[src/rtl/pc_unit.sv]
// Fetch-stage program counter with stall, redirect and a circular return-address stack.
// Optional simulation trace of PC/RAS events is compiled in when PC_TRACE_EN is defined.
module pc_unit #(
    parameter int unsigned WIDTH     = 32,
    parameter logic [WIDTH-1:0] RESET_VEC = '0,
    parameter int unsigned INC       = 4,
    parameter int unsigned RAS_DEPTH = 4
) (
    input  logic                           clk,
    input  logic                           rst,
    input  logic                           stall,
    input  logic                           redirect,
    input  logic [WIDTH-1:0]               target,
    input  logic                           call,
    input  logic                           ret,
    output logic [WIDTH-1:0]               pc,
    output logic [$clog2(RAS_DEPTH):0]     ras_count,
    output logic                           ras_empty,
    output logic                           ras_full,
    output logic                           ras_underflow,
    output logic                           ras_overwrite
);

    localparam int unsigned SPW = $clog2(RAS_DEPTH);
    localparam int unsigned CW  = SPW + 1;
    localparam logic [CW-1:0] FULL_CNT = CW'(RAS_DEPTH);

    logic [WIDTH-1:0] r_pc;
    logic [SPW-1:0]   r_sp;
    logic [CW-1:0]    r_count;
    logic             r_underflow;
    logic             r_overwrite;
    logic [WIDTH-1:0] r_ras [RAS_DEPTH];

    logic [WIDTH-1:0] w_pc_inc;
    logic [SPW-1:0]   w_top_idx;
    logic [WIDTH-1:0] w_pc_d;
    logic [SPW-1:0]   w_sp_d;
    logic [CW-1:0]    w_count_d;
    logic             w_underflow_d;
    logic             w_overwrite_d;
    logic             w_push;
    logic             w_pop;

    assign w_pc_inc  = r_pc + WIDTH'(INC);
    assign w_top_idx = r_sp - 1'b1;

    always_comb begin
        w_pc_d        = w_pc_inc;
        w_sp_d        = r_sp;
        w_count_d     = r_count;
        w_underflow_d = 1'b0;
        w_overwrite_d = 1'b0;
        w_push        = 1'b0;
        w_pop         = 1'b0;
        if (redirect) begin
            w_pc_d = target;
            if (call) begin
                w_push = 1'b1;
                w_sp_d = r_sp + 1'b1;
                // A full stack drops its oldest entry; the count saturates.
                if (r_count == FULL_CNT) begin
                    w_overwrite_d = 1'b1;
                end else begin
                    w_count_d = r_count + 1'b1;
                end
            end
        end else if (stall) begin
            w_pc_d = r_pc;
        end else if (ret) begin
            if (r_count != '0) begin
                w_pop     = 1'b1;
                w_pc_d    = r_ras[w_top_idx];
                w_sp_d    = w_top_idx;
                w_count_d = r_count - 1'b1;
            end else begin
                w_underflow_d = 1'b1;
            end
        end
    end

    always_ff @(posedge clk or posedge rst) begin
        if (rst) begin
            r_pc        <= RESET_VEC;
            r_sp        <= '0;
            r_count     <= '0;
            r_underflow <= 1'b0;
            r_overwrite <= 1'b0;
        end else begin
            r_pc        <= w_pc_d;
            r_sp        <= w_sp_d;
            r_count     <= w_count_d;
            r_underflow <= w_underflow_d;
            r_overwrite <= w_overwrite_d;
        end
    end

    // Entry contents need no reset; the count alone marks what is valid.
    always_ff @(posedge clk) begin
        if (w_push) begin
            r_ras[r_sp] <= w_pc_inc;
        end
    end

    assign pc            = r_pc;
    assign ras_count     = r_count;
    assign ras_empty     = (r_count == '0);
    assign ras_full      = (r_count == FULL_CNT);
    assign ras_underflow = r_underflow;
    assign ras_overwrite = r_overwrite;

`ifdef PC_TRACE_EN
    always @(posedge clk or posedge rst) begin
        if (rst) begin
            $display("%0t PC::RESET", $time);
        end else begin
            if (w_pc_d != r_pc) $display("%0t PC::UPDATE pc=%h", $time, w_pc_d);
            if (w_push)         $display("%0t PC::PUSH ret=%h", $time, w_pc_inc);
            if (w_pop)          $display("%0t PC::POP ret=%h", $time, w_pc_d);
            if (w_underflow_d)  $display("%0t PC::UNDERFLOW", $time);
            if (w_overwrite_d)  $display("%0t PC::OVERWRITE", $time);
        end
    end
`else
    // Trace disabled: no simulation output is generated.
`endif

endmodule

[config.mk]
export PLATFORM = sky130hd
export DESIGN_NAME = pc_unit
export DESIGN_NICKNAME = d
export VERILOG_FILES = /design/src/rtl/pc_unit.sv
export SDC_FILE = /design/constraint.sdc
export NUM_CORES = 1
export LEC_CHECK = 0
export CAP_MARGIN = 10
export CELL_PAD_IN_SITES_DETAIL_PLACEMENT = 1
export CELL_PAD_IN_SITES_GLOBAL_PLACEMENT = 2
export CORE_AREA = 2 2 142 144
export CTS_CLUSTER_SIZE = 24
export DETAILED_ROUTE_END_ITERATION = 12
export DIE_AREA = 0 0 144 146
export PLACE_DENSITY = 0.78
export SLEW_MARGIN = 15
export SYNTH_ARGS = -nofsm -noshare
export SYNTH_HDL_FRONTEND = slang
export SYNTH_SLANG_ARGS = --single-unit
[constraint.sdc]
create_clock -name clk -period 4.1 [get_ports clk]
set_input_delay 0.82 -clock clk [delete_from_list [all_inputs] [get_ports clk]]
set_output_delay 0.82 -clock clk [all_outputs]
set_load 0.02 [all_outputs]
==> run summary <==
The flow ran to the end, and the final reports show no timing, DRC or antenna violations. The register bit total from synthesis came out at 167. The clock skew after layout came out at 8.55 ps. The number of optimization iterations in the first detailed-route pass is 5. The final standard cell area without fillers is 9330 um^2. The launching point of the worst reg2reg path is r_sp[1]$_DFFE_PP0P_. The clock buffer count from CTS is 17.

TritonCTS built the clock tree. The synthesized instance count came out at 524. STA classifies the critical path startpoint as a flop.

Summed over all layers, the global routing overflow is 0. The number of antenna violations at the first check in global routing came out at 0. The cell count after placement is 843. The length in cells of the worst reg-to-reg path is 6. A synthesized cell averages 14.6 um^2. The total track usage is 20.8%.

The critical path goes through nor3b_1 -> clkdlybuf4s50_1. Of all cell types, the one taking the most synthesized area is sky130_fd_sc_hd__edfxtp_1. The total half-perimeter wirelength after legalization and detailed placement came out at 13200 um.

The total area inside the core boundary comes to 19300 um^2. The aggregate negative setup slack is 0 ps. The least setup slack across all paths after layout came out at 1290 ps. The count of antenna diodes in the layout came out at 0.

After layout, the worst path uses 68.6% of the clock period. The routed length per placed instance came out at 23.8 um. The first-pass GRT wire length is 32400 um. The number of nets still failing antenna checks after routing came out at 0. The clock period minus worst slack is 2810 ps. The worst setup path is captured at a primary output.

The leakage power of the design is 3.17 nW. Sequential elements use 63.1% of the synthesized area. In this run the register-to-register setup slack is 1340 ps. The data required time at the worst endpoint is 3280 ps.

The fraction of layout cells with a size suffix above 1 is 15.7%. The total chip power came out at 5.94 mW. The count of endpoints failing setup in the final report is 0. The die covers 21000 um^2. In the synthesized netlist the async set-or-reset flop fraction comes to 23.4%. The number of setup buffers added after CTS came out at 0. From synthesis to final layout, the design area changed by 22.2%. The number of stages on the worst hold path is 0. The routed wire length is 20900 um. In this run the worst hold path is classified as reg -> reg. The number of max-cap violations is 0. The worst vdd rail ir drop is 319 uV. The final standard cell count with taps included and fillers excluded came out at 875. The floorplan die width is 144 um.

Yosys mapped a number of flops with a built-in enable equal to 128. The total DRC errors in the routed layout is 0. Summed over its instances, the top area cell type makes up 50.4% of the synthesized netlist area. Across all layers, the routed design uses 5057 vias. The arrival time of the worst setup path came out at 1990 ps. Once the clock tree was built, the resizer swapped 0 gates to a different size. The starting DRC count in detailed routing is 364. The final layout contains 641 nets. The number of global-route vias before repair was 5403. The most used flip-flop cell after synthesis is sky130_fd_sc_hd__edfxtp_1. The buffer depth of the longest clock path came out at 2. The number of hold buffers added after cts came out at 0.

The count of yosys warnings during synthesis came out at 0. The root buffer cell chosen for the clock tree is sky130_fd_sc_hd__clkbuf_16. The number of placement rows is 51.

The worst setup path category is reg -> out. The largest fanout on the critical path is 7. The longest individual stage delay on the worst path came out at 690 ps.

The sum of buffers and inverters on the critical path came out at 1. The transition time at the pin with the least slew margin came out at 1010 ps. The distinct cell type count after synthesis came out at 54.

The pre-CTS worst setup slack came out at 1190 ps. The relative slew slack is 32.7%. The clock input transition at the sequential cells of the worst setup and hold paths came out at 70 ps. The H-tree depth is 4. The worst hold path terminates at r_ras[3][0]$_DFFE_PP_. The slowest stage of the critical path is the sky130_fd_sc_hd__clkdlybuf4s50_1 cell.

The startpoint identified for the worst hold timing path is pc[0]$_DFFE_PP0P_. For this design the ratio of total power to cell area is 637 nW/um^2. For this design the top-level I/O count stands at 77. The count of buffers inserted at the top-level ports is 76. The number of nets in the synthesized netlist came out at 568. The clock latency on the worst-skew pair came out at 430 ps. The cell area after synthesis is 7630 um^2.

The number of hold violations in the final report is 0. The placed cell area is 8680 um^2. The final weighted congestion of routability-driven global placement came out at 0.819. The worst register-to-register path ends at pc[27]$_DFFE_PP0N_. The largest net degree at the start of global routing is 42.

The initial core utilization is 39.5%. The number of sinks driven by the clock tree came out at 167. The vias per cell came out at 5.78. Setup repair after global routing left no endpoint under its margin. The final number of max-transition violations is 0. The die span in y is 146 um. In the post-synthesis netlist, the biggest area contributors are sky130_fd_sc_hd__edfxtp_1 50%, sky130_fd_sc_hd__dfrtp_1 13%, sky130_fd_sc_hd__mux4_2 9.4%. The cell family with the largest share of critical-path delay is buffers and inverters. The achievable clock frequency came out at 356 MHz.
cell usage in the layout (no fill, tap or decap), types with 3 or more instances in the layout:
| cell | count |
|---|---|
| sky130_fd_sc_hd__edfxtp_1 | 128 |
| sky130_fd_sc_hd__clkdlybuf4s50_1 | 75 |
| sky130_fd_sc_hd__nand2_1 | 43 |
| sky130_fd_sc_hd__dfrtp_1 | 38 |
| sky130_fd_sc_hd__mux4_2 | 32 |
| sky130_fd_sc_hd__xnor2_1 | 19 |
| sky130_fd_sc_hd__nor2_1 | 18 |
| sky130_fd_sc_hd__a221oi_1 | 18 |
| sky130_fd_sc_hd__and3_1 | 18 |
| sky130_fd_sc_hd__nand3_1 | 17 |
| sky130_fd_sc_hd__clkbuf_16 | 17 |
| sky130_fd_sc_hd__buf_4 | 16 |
| sky130_fd_sc_hd__xor2_1 | 13 |
| sky130_fd_sc_hd__o21ai_0 | 12 |
| sky130_fd_sc_hd__o211ai_1 | 11 |
| sky130_fd_sc_hd__nor4_1 | 11 |
| sky130_fd_sc_hd__inv_1 | 10 |
| sky130_fd_sc_hd__nand4_1 | 9 |
| sky130_fd_sc_hd__a221o_1 | 8 |
| sky130_fd_sc_hd__or4_1 | 7 |
| sky130_fd_sc_hd__nor3_1 | 7 |
| sky130_fd_sc_hd__o221ai_1 | 5 |
| sky130_fd_sc_hd__o2bb2ai_1 | 5 |
| sky130_fd_sc_hd__a21oi_1 | 5 |
| sky130_fd_sc_hd__ha_1 | 5 |
| sky130_fd_sc_hd__nand4b_1 | 4 |
| sky130_fd_sc_hd__mux2i_1 | 4 |
| sky130_fd_sc_hd__bufinv_16 | 4 |
| sky130_fd_sc_hd__nand2b_1 | 3 |
| sky130_fd_sc_hd__o311ai_0 | 3 |
| sky130_fd_sc_hd__and2_1 | 3 |
| sky130_fd_sc_hd__nor3b_1 | 3 |
| sky130_fd_sc_hd__inv_6 | 3 |
cells by family (layout without fill, tap and decap cells):
kind of cell / Yosys count / after routing / synth area share (%)
adders and majority gates: 6 / 6 / 1.08
and+or+nand+nor: 156 / 156 / 11.3
muxes: 37 / 37 / 10.1
buffers and inverters: 49 / 135 / 2.77
AOI/OAI and AO/OA: 77 / 77 / 7.95
DFF: 167 / 167 / 63.1
xor gates and xnor gates: 32 / 32 / 3.67
registers in the layout (all words and copies together), names as in the netlist:
register and flops:
pc 32, ras_underflow 1, ras_overwrite 1, r_sp 2, ras_count 3, r_ras 128
final cells by class:
class / instances / area (um^2)
multi-input cells: 308 / 2610
inverters: 11 / 41.3
repair buffers: 92 / 876
flip-flops and latches: 167 / 4820
fillers: 1913 / 10000
well taps: 265 / 332
clock buffers: 19 / 453
clock inverters: 13 / 191
stage by stage:
step,hold slack [ps],util (%)
5_1_grt,597,48.2
6_report,553,48.2
2_1_floorplan,497,-
3_3_place_gp,529,44.9
4_1_cts,566,48.2
3_5_place_dp,558,44.9
cells in the mapped netlist, types with 7 or more instances:
cell,instances
sky130_fd_sc_hd__or4_1,7
sky130_fd_sc_hd__a221o_1,8
sky130_fd_sc_hd__o21ai_0,12
sky130_fd_sc_hd__xnor2_1,19
sky130_fd_sc_hd__o211ai_1,11
sky130_fd_sc_hd__nand4_1,9
sky130_fd_sc_hd__xor2_1,13
sky130_fd_sc_hd__nor2_1,18
sky130_fd_sc_hd__inv_1,11
sky130_fd_sc_hd__clkbuf_1,24
sky130_fd_sc_hd__mux4_2,32
sky130_fd_sc_hd__edfxtp_1,128
sky130_fd_sc_hd__a221oi_1,18
sky130_fd_sc_hd__nand2_1,43
sky130_fd_sc_hd__and3_1,18
sky130_fd_sc_hd__nor4_1,12
sky130_fd_sc_hd__buf_2,7
sky130_fd_sc_hd__dfrtp_1,39
sky130_fd_sc_hd__nand3_1,17
sky130_fd_sc_hd__nor3_1,8
worst max path at each step:
stage	cells past startpoint	endpoint	slack, ps	start
5_1_grt	2	ras_full	1150	ras_count[0]$_DFFE_PP0P_
4_1_cts	2	ras_full	1240	ras_count[0]$_DFFE_PP0P_
6_report	2	ras_full	1290	ras_count[0]$_DFFE_PP0P_
2_1_floorplan	5	r_ras[0][0]$_DFFE_PP_	930	redirect
3_3_place_gp	5	pc[24]$_DFFE_PP0N_	1270	ret
3_5_place_dp	5	pc[24]$_DFFE_PP0N_	1190	ret
power by group:
part / switching, mW / internal [mW]
Clock: 0.689 / 1.06
Combinational: 0.976 / 0.816
Sequential: 0.238 / 2.16
metal layers:
layer  routed length [um]  share of wire (%)  track usage (%)
met1                 9140                 44             28.1
met3                  841                4.0             3.69
met4                  398                1.9             6.47
met2                10500                 50             34.1
met5                    0                  0                0
(Power assumes the default switching activity.)
